===== config.mk =====
export PLATFORM = sky130hd
export DESIGN_NAME = bus_arbiter
export DESIGN_NICKNAME = d
export VERILOG_FILES = /design/src/rtl/bus_pkg.sv /design/src/rtl/bus_arbiter_pick.sv /design/src/rtl/bus_arbiter.sv
export SDC_FILE = /design/constraint.sdc
export NUM_CORES = 1
export LEC_CHECK = 0
export ABC_AREA = 1
export BUFFER_PORTS_ARGS = -buffer_cell sky130_fd_sc_hd__buf_4
export CAP_MARGIN = 20
export CORE_AREA = 2 2 114 116
export CTS_CLUSTER_SIZE = 30
export DETAILED_ROUTE_END_ITERATION = 10
export DIE_AREA = 0 0 116 118
export PLACE_DENSITY_LB_ADDON = 0.3
export SYNTH_ARGS = -nofsm -noshare
export SYNTH_HDL_FRONTEND = slang
export SYNTH_SLANG_ARGS = --single-unit

===== constraint.sdc =====
create_clock -name clock -period 5.6 [get_ports clock]
set_input_delay 0 -clock clock [delete_from_list [all_inputs] [get_ports clock]]
set_output_delay 0 -clock clock [all_outputs]
set_load 0.03 [all_outputs]

===== src/rtl/bus_pkg.sv =====
// Shared types and constants for the fetch/data memory bus arbiter.
package bus_pkg;

    typedef enum logic [1:0] {
        IDLE    = 2'd0,
        ISSUE   = 2'd1,
        RESPOND = 2'd2
    } bus_state_e;

    localparam logic       bus_owner_fetch = 1'b0;
    localparam logic       bus_owner_data  = 1'b1;
    localparam logic [3:0] bus_be_all      = 4'b1111;

endpackage


===== src/rtl/bus_arbiter_pick.sv =====
// Winner selection between fetch and data requests.
// Data has priority, but fetch wins after STARVE_LIMIT consecutive data wins.
module bus_arbiter_pick
    import bus_pkg::*;
#(
    parameter int STARVE_LIMIT = 4
) (
    input  logic       fetch_valid,
    input  logic       data_valid,
    input  logic [3:0] starve_count,
    output logic       winner,
    output logic [3:0] starve_next
);

    localparam logic [3:0] LIMIT = 4'(STARVE_LIMIT);

    always_comb begin
        // NOTE: both outputs get a default first so no path through the block can infer a latch.
        winner      = bus_owner_fetch;
        starve_next = starve_count;
        if (fetch_valid && data_valid) begin
            if (starve_count < LIMIT) begin
                winner      = bus_owner_data;
                starve_next = starve_count + 4'd1;
            end else begin
                winner      = bus_owner_fetch;
                starve_next = 4'd0;
            end
        end else if (data_valid) begin
            winner      = bus_owner_data;
            starve_next = 4'd0;
        end else if (fetch_valid) begin
            winner      = bus_owner_fetch;
            starve_next = 4'd0;
        end
    end

endmodule


===== src/rtl/bus_arbiter.sv =====
// Shares one 32-bit memory bus between instruction fetch and data access.
// One transaction at a time: IDLE (arbitrate) -> ISSUE (wait mem_ready) -> RESPOND (ready pulse).
module bus_arbiter
    import bus_pkg::*;
#(
    parameter int STARVE_LIMIT = 4
) (
    input  logic        clock,
    input  logic        reset,

    input  logic        fetch_valid,
    input  logic [31:0] fetch_address,
    output logic        fetch_ready,
    output logic [31:0] fetch_read_data,

    input  logic        data_valid,
    input  logic        data_write,
    input  logic [31:0] data_address,
    input  logic [3:0]  data_byte_enable,
    input  logic [31:0] data_write_data,
    output logic        data_ready,
    output logic [31:0] data_read_data,

    output logic        mem_valid,
    input  logic        mem_ready,
    output logic        mem_write,
    output logic [31:0] mem_address,
    output logic [3:0]  mem_byte_enable,
    output logic [31:0] mem_write_data,
    input  logic [31:0] mem_read_data,

    output logic        grant_owner
);

    bus_state_e state;
    bus_state_e state_next;
    logic [3:0] starve_count;
    logic [3:0] starve_next;
    logic       pick_winner;
    logic       any_valid;

    assign any_valid = fetch_valid | data_valid;

    bus_arbiter_pick #(
        .STARVE_LIMIT (STARVE_LIMIT)
    ) u_pick (
        .fetch_valid  (fetch_valid),
        .data_valid   (data_valid),
        .starve_count (starve_count),
        .winner       (pick_winner),
        .starve_next  (starve_next)
    );

    // NOTE: sequential state uses non-blocking assignments so every register samples pre-edge values.
    always_ff @(posedge clock or posedge reset) begin
        if (reset) begin
            state <= IDLE;
        end else begin
            state <= state_next;
        end
    end

    always_comb begin
        state_next = state;
        case (state)
            IDLE:    if (any_valid) state_next = ISSUE;
            ISSUE:   if (mem_ready) state_next = RESPOND;
            RESPOND: state_next = IDLE;
            default: state_next = IDLE;
        endcase
    end

    always_ff @(posedge clock or posedge reset) begin
        if (reset) begin
            mem_valid       <= 1'b0;
            mem_write       <= 1'b0;
            mem_address     <= '0;
            mem_byte_enable <= '0;
            mem_write_data  <= '0;
            grant_owner     <= bus_owner_fetch;
            starve_count    <= '0;
            fetch_ready     <= 1'b0;
            data_ready      <= 1'b0;
            fetch_read_data <= '0;
            data_read_data  <= '0;
        end else begin
            fetch_ready <= 1'b0;
            data_ready  <= 1'b0;
            case (state)
                IDLE: begin
                    if (any_valid) begin
                        mem_valid    <= 1'b1;
                        grant_owner  <= pick_winner;
                        starve_count <= starve_next;
                        if (pick_winner == bus_owner_data) begin
                            mem_write       <= data_write;
                            mem_address     <= data_address;
                            mem_byte_enable <= data_byte_enable;
                            mem_write_data  <= data_write_data;
                        end else begin
                            mem_write       <= 1'b0;
                            mem_address     <= fetch_address;
                            mem_byte_enable <= bus_be_all;
                            mem_write_data  <= '0;
                        end
                    end
                end
                ISSUE: begin
                    // Capture goes to the owner's register only; the other port keeps its last value.
                    if (mem_ready) begin
                        mem_valid <= 1'b0;
                        if (grant_owner == bus_owner_data) begin
                            data_read_data <= mem_read_data;
                            data_ready     <= 1'b1;
                        end else begin
                            fetch_read_data <= mem_read_data;
                            fetch_ready     <= 1'b1;
                        end
                    end
                end
                default: ;
            endcase
        end
    end

endmodule


* After elaboration in Yosys (flattened, before gate mapping)
Cells that the tools add are included.
** Operators by class
- Bitwise operators :: 2
- Reduce and logical (&&, ||, !) cells :: 10
- Shift-type cells :: 0
- Equality and inequality tests :: 3
- $lt $le $gt $ge :: 1
- Div/mod/pow operators :: 0
- $add $sub $neg :: 1
- Muxes and demuxes :: 23
- $mul :: 0
** Operators with widths (number)
- 2-to-1 mux 32 bit :: 2
- 2-to-1 mux 4 bit :: 5
- 2-to-1 mux 1 bit :: 12
- AND reduction 3 bit :: 4
- adder 4 x 1 -> 4 bit (second input constant) :: 1
- less-than comparator 4 x 3 -> 1 bit (second input constant) :: 1
- 2-to-1 mux 2 bit :: 2
- != test 2 bit (second input constant) :: 2
- case mux 2 bit (2 select lines) :: 1
- AND reduction 2 bit :: 2
- nonzero test 3 bit :: 1
- equality test 2 x 1 -> 1 bit (second input constant) :: 1
- zero test 2 bit :: 1
- case mux 1 bit (2 select lines) :: 1
- nonzero test 2 bit :: 1
- logical AND 1 bit :: 1
- NOT 1 bit :: 1
- OR 1 bit :: 1
** Storage, ports and cells
- Bits in registers :: 143
- RAM bits :: 0
- Bits of input ports :: 138
- Bits in read-only memories :: 0
- Latch bits :: 0
- Memories kept :: 0
- Word-level logic and storage cells :: 52

* Longest topological paths before layout
- Word-level depth :: 4
- Depth in mapped cells :: 8
- Mapped depth without buffers :: 6

* Cells and area by module
From an unflattened synthesis, not the netlist that was laid out.
** Second synthesis, totals
- Cells, all modules :: 814
- Area, all modules :: 6282.3 um^2
** Modules (own cells, without submodules)
- bus_arbiter :: seq. area each 3578.4 um^2, cells an instance 795, area an instance 6184.7 um^2, instances 1
- bus_arbiter_pick :: seq. area each 0.0 um^2, cells an instance 19, area an instance 97.6 um^2, instances 1

* Least setup slack after synthesis
No wires, ideal clock.
- Path kind :: reg-to-reg
- Start point :: register starve_count[2]
- End point :: register mem_byte_enable[0]
- Path buffers :: 2
- Stages on the path, launching flop included :: 7
- Arrival time :: 1.125 ns
- Setup time :: 0.117 ns
- Data required time :: 5.483 ns
- Slack :: 4.358 ns
- Cell sequence :: dfrtp_1 o21ai_2 nand3_1 buf_2 buf_2 nor2_1 nor2_1
** Between the ends
- Word-level cells in the longest chain between the ends :: 4
** RTL lines
- start: declaration :: RTL line bus_arbiter.sv:37 : logic [3:0] starve_count;
- start signal: assignment :: RTL line bus_arbiter.sv:94 : starve_count <= starve_next;
- less-than comparator 4 x 3 -> 1 bit :: RTL line bus_arbiter_pick.sv:22 : if (starve_count < LIMIT) begin
- 2-to-1 mux 1 bit :: RTL line bus_arbiter_pick.sv:22
- 2-to-1 mux 1 bit :: RTL line bus_arbiter_pick.sv:21 : if (fetch_valid && data_valid) begin
- 2-to-1 mux 4 bit :: RTL line bus_arbiter.sv:95 : if (pick_winner == bus_owner_data) begin
- end signal: assignment :: RTL line bus_arbiter.sv:98 : mem_byte_enable <= data_byte_enable;
- end signal: assignment :: RTL line bus_arbiter.sv:103 : mem_byte_enable <= bus_be_all;
- end: declaration :: RTL line bus_arbiter.sv:28 : output logic [3:0] mem_byte_enable,
Every way passes these cells.
A chain may end at the register's enable or synchronous reset.

* Worst setup path after layout
- Start point :: input fetch_valid
- End point :: register mem_address[11]
** Between the ends
- Word-level cells in the longest chain between the ends :: 3
- Elaborated cells between the ends (all ways) :: 5
- Classes of those cells :: mux: 2; bitwise: 1; reduce/logical: 2
** RTL lines
- start: declaration :: RTL line bus_arbiter.sv:11 : input logic fetch_valid,
- logical AND 1 bit :: RTL line bus_arbiter_pick.sv:21
- 2-to-1 mux 1 bit :: RTL line bus_arbiter_pick.sv:21
- 2-to-1 mux 32 bit :: RTL line bus_arbiter.sv:95
- end signal: assignment :: RTL line bus_arbiter.sv:97 : mem_address <= data_address;
- end signal: assignment :: RTL line bus_arbiter.sv:102 : mem_address <= fetch_address;
- end: declaration :: RTL line bus_arbiter.sv:27 : output logic [31:0] mem_address,
Several ways; a longest one is shown, not always the timed one.

==> out/qor.yml <==
status: "finished clean"
dieWidth_um: 116
worstPathArrival_ns: 2.77
wire_per_inst_um: 16.1
cts_tree: "yes"
finalSetupViolations: 0
syn_nets: 858
holdBufCountCts: 136
grt-ovfl-total: 0
fin_crit_ns: 2.47
synthCells: 719
dpl.cell_count: 1127
max_stage_delay_ns: 0.78
cts_root_buffer: "clkbuf_16"
max_freq_mhz: 405
ant_nets: 0
power_density_nw_per_um2: 551
path_cells: "dlygate4sd3_1 -> buf_4 -> nand2_1 -> inv_1 -> nand2_1 -> nand3_1 -> nand3_1 -> dlygate4sd3_1 -> nand2_1"
intPower_w: 0.00315
synth.area.mux_share: 0
seqPwrFrac: 0.319
synth.area.top_cells: "dfrtp_1 (59%), nand2_1 (11%), inv_1 (8.5%)"
drc: 0
yosys_warnings: 0
synth_seq_cells: 143
hold-worst-slack_ns: 0.167
numCtsBuffers: 17
hp-class: "input port to flop"
synth_top_area_frac: 0.590
p_leak_nw: 5.55
whs_endpoint: "starve_count[0]$_DFFE_PP0P_"
cp_common_cell: "nand2_1"
grt_usage: 0.314
synth_most_common_cell: "nand2_1"
synth_xor_area_frac: 0
synthAdderAreaFrac: 0.00206
hold_viol: 0
cts_num_sinks: 143
slew_violations: 0
wl_um: 20900
synth_compound_area_frac: 0.0866
gp_congestion: 0.816
nets: 1251
netlist_area_um2: 6070
grt_pass1_wl_um: 33200
comb_power_share: 0.491
r2r_cells: 6
drv_cap: 0
cp_slowest_cell: "nand2_1"
r2r_end: "mem_address[11]$_DFFE_PP0P_"
finalClockSkew_ns: 0.00678
grt_pass1_vias: 6725
dieArea_um2: 13700
max_slew_margin: 0.282
clockBufferDepth: 2
vias_per_cell: 4.94
clkPwrFrac: 0.190
worst_pin_slew_ns: 1.07
yosys.area_share.simple: 0.202
synth_top_area_cell: "dfrtp_1"
start_kind: "input port"
drtIter0Drc: 588
drive_gt1_frac: 0.283
synth_top_family_by_area: "simple AND/OR/NAND/NOR gates"
synth_edf_count: 0
die_y_um: 118
ys_seq_area_frac: 0.590
grt_max_degree: 79
fin_tns_setup_ns: 0
synthArstFlopShare: 1.00
core-area_um2: 12400
grt_antenna_before_repair: 1
cts_max_level: 4
postCtsSetupBuffers: 0
firstDrtPassIters: 6
numPortBuffers: 274
rows: 41
post-route-period-util: 0.441
holdPathStages: 5
via_count: 6417
switchingPower_w: 0.00244
rr_startpoint: "starve_count[2]$_DFFE_PP0P_"
worst-setup-path-type: "input port to flop"
synth_common_cells: "nand2_1 (175), dfrtp_1 (143), inv_1 (138)"
cp.required_ns: 5.90
ir_drop_v: 0.000363
path_clk_slew_ns: 0.06
boundaryPins: 275
stdcell_count: 1298
switching_share: 0.436
ff2ff_setup_slack_ns: 3.13
syn_to_final_growth_pct: 67.2
rsz0062_at_grt: "no"
hpwlAfterDp_um: 11300
post_cts_resized: 0
insertion_delay_ns: 0.42
synth_cell_types: 16
end_kind: "flop"
avgSynthCellArea_um2: 8.44
start_util: 0.489
crit_fanout: 32
worst_hold_startpoint: "data_valid"
synthFlopType: "dfrtp_1"
-- critical path, delay by kind of cell --
family / cells / cell delay (ns)
and+or+nand+nor: 5 / 1.40
buffers and inverters: 4 / 1.35
-- per-stage QoR --
stage / power (W) / area (µm²) / setup slack, ns / utilization
after floorplan: 0.00328 / 6070 / 1.76 / -
after global placement: 0.00423 / 8180 / 3.75 / 0.659
after detailed placement: 0.00429 / 8180 / 3.70 / 0.659
after CTS: 0.00552 / 10100 / 3.29 / 0.813
after global routing: 0.00588 / 10100 / 2.98 / 0.817
final: 0.00559 / 10100 / 3.13 / 0.817
-- sequential cells by signal, indices dropped and copies added (netlist names) --
name	count
fetch_read_data	32
grant_owner	1
state	2
mem_byte_enable	4
starve_count	4
data_read_data	32
mem_valid	1
data_ready	1
mem_write	1
fetch_ready	1
mem_write_data	32
mem_address	32
-- final cells by class --
class | count | area (µm²)
Tap cell | 172 | 215
Clock inverter | 10 | 87.6
Antenna cell | 1 | 2.50
Sequential cell | 143 | 3580
Multi-Input combinational cell | 395 | 1770
Clock buffer | 22 | 474
Timing Repair Buffer | 416 | 3500
Inverter | 139 | 527
Fill cell | 737 | 2270
-- metal layers --
metal	track usage	part of all wire	up-vias
met2	0.527	0.50	319
met5	0	0	-
met4	0.170	0.046	0
met1	0.346	0.36	3013
li1	-	-	2998
met3	0.105	0.090	87
-- how the worst max path moves through the flow --
stage / cells after the start / start / slack [ns] / endpoint
finish: 9 / fetch_valid / 3.13 / mem_address[11]$_DFFE_PP0P_
global route: 6 / starve_count[2]$_DFFE_PP0P_ / 2.98 / mem_address[11]$_DFFE_PP0P_
CTS: 6 / starve_count[2]$_DFFE_PP0P_ / 3.29 / mem_address[10]$_DFFE_PP0P_
detailed placement: 5 / state[1]$_DFFE_PP0P_ / 3.70 / fetch_read_data[27]$_DFFE_PP0P_
global placement: 6 / data_valid / 3.75 / mem_address[10]$_DFFE_PP0P_
floorplan: 1 / reset / 1.76 / data_read_data[0]$_DFFE_PP0P_
-- logic make-up after synthesis --
group,count (synthesis)
and+or+nand+nor,292
buffers and inverters,181
DFF,143
AOI/OAI and AO/OA,102
adders and majority gates,1
-- power by group through the flow --
stage / Combinational (W) / Sequential, W / Clock (W)
detailed placement: 0.00253 / 0.00176 / 0
finish: 0.00274 / 0.00178 / 0.00106
global placement: 0.00248 / 0.00175 / 0
CTS: 0.00268 / 0.00176 / 0.00108
global route: 0.00293 / 0.00183 / 0.00112
floorplan: 0.000656 / 0.00262 / 0
-- layout by cell type (no fill, tap or decap), types with 2 or more instances in the layout --
cell           synthesis  routed
clkbuf_16              0      17
nor2_2                 2       2
clkinv_4               0       2
inv_1                138     137
clkinvlp_4             0       2
nand2_2                0       2
clkbuf_8               0       3
clkinv_2               0       5
buf_4                  0     278
nor2_1                16      16
clkbuf_1              11       2
dfrtp_1              143     143
o21ai_0               79      79
o21ai_1               21      21
nand3_1               99      99
nand2_1              175     173
dlygate4sd3_1          0     136
No activity file was read; power rests on OpenSTA's default activity.
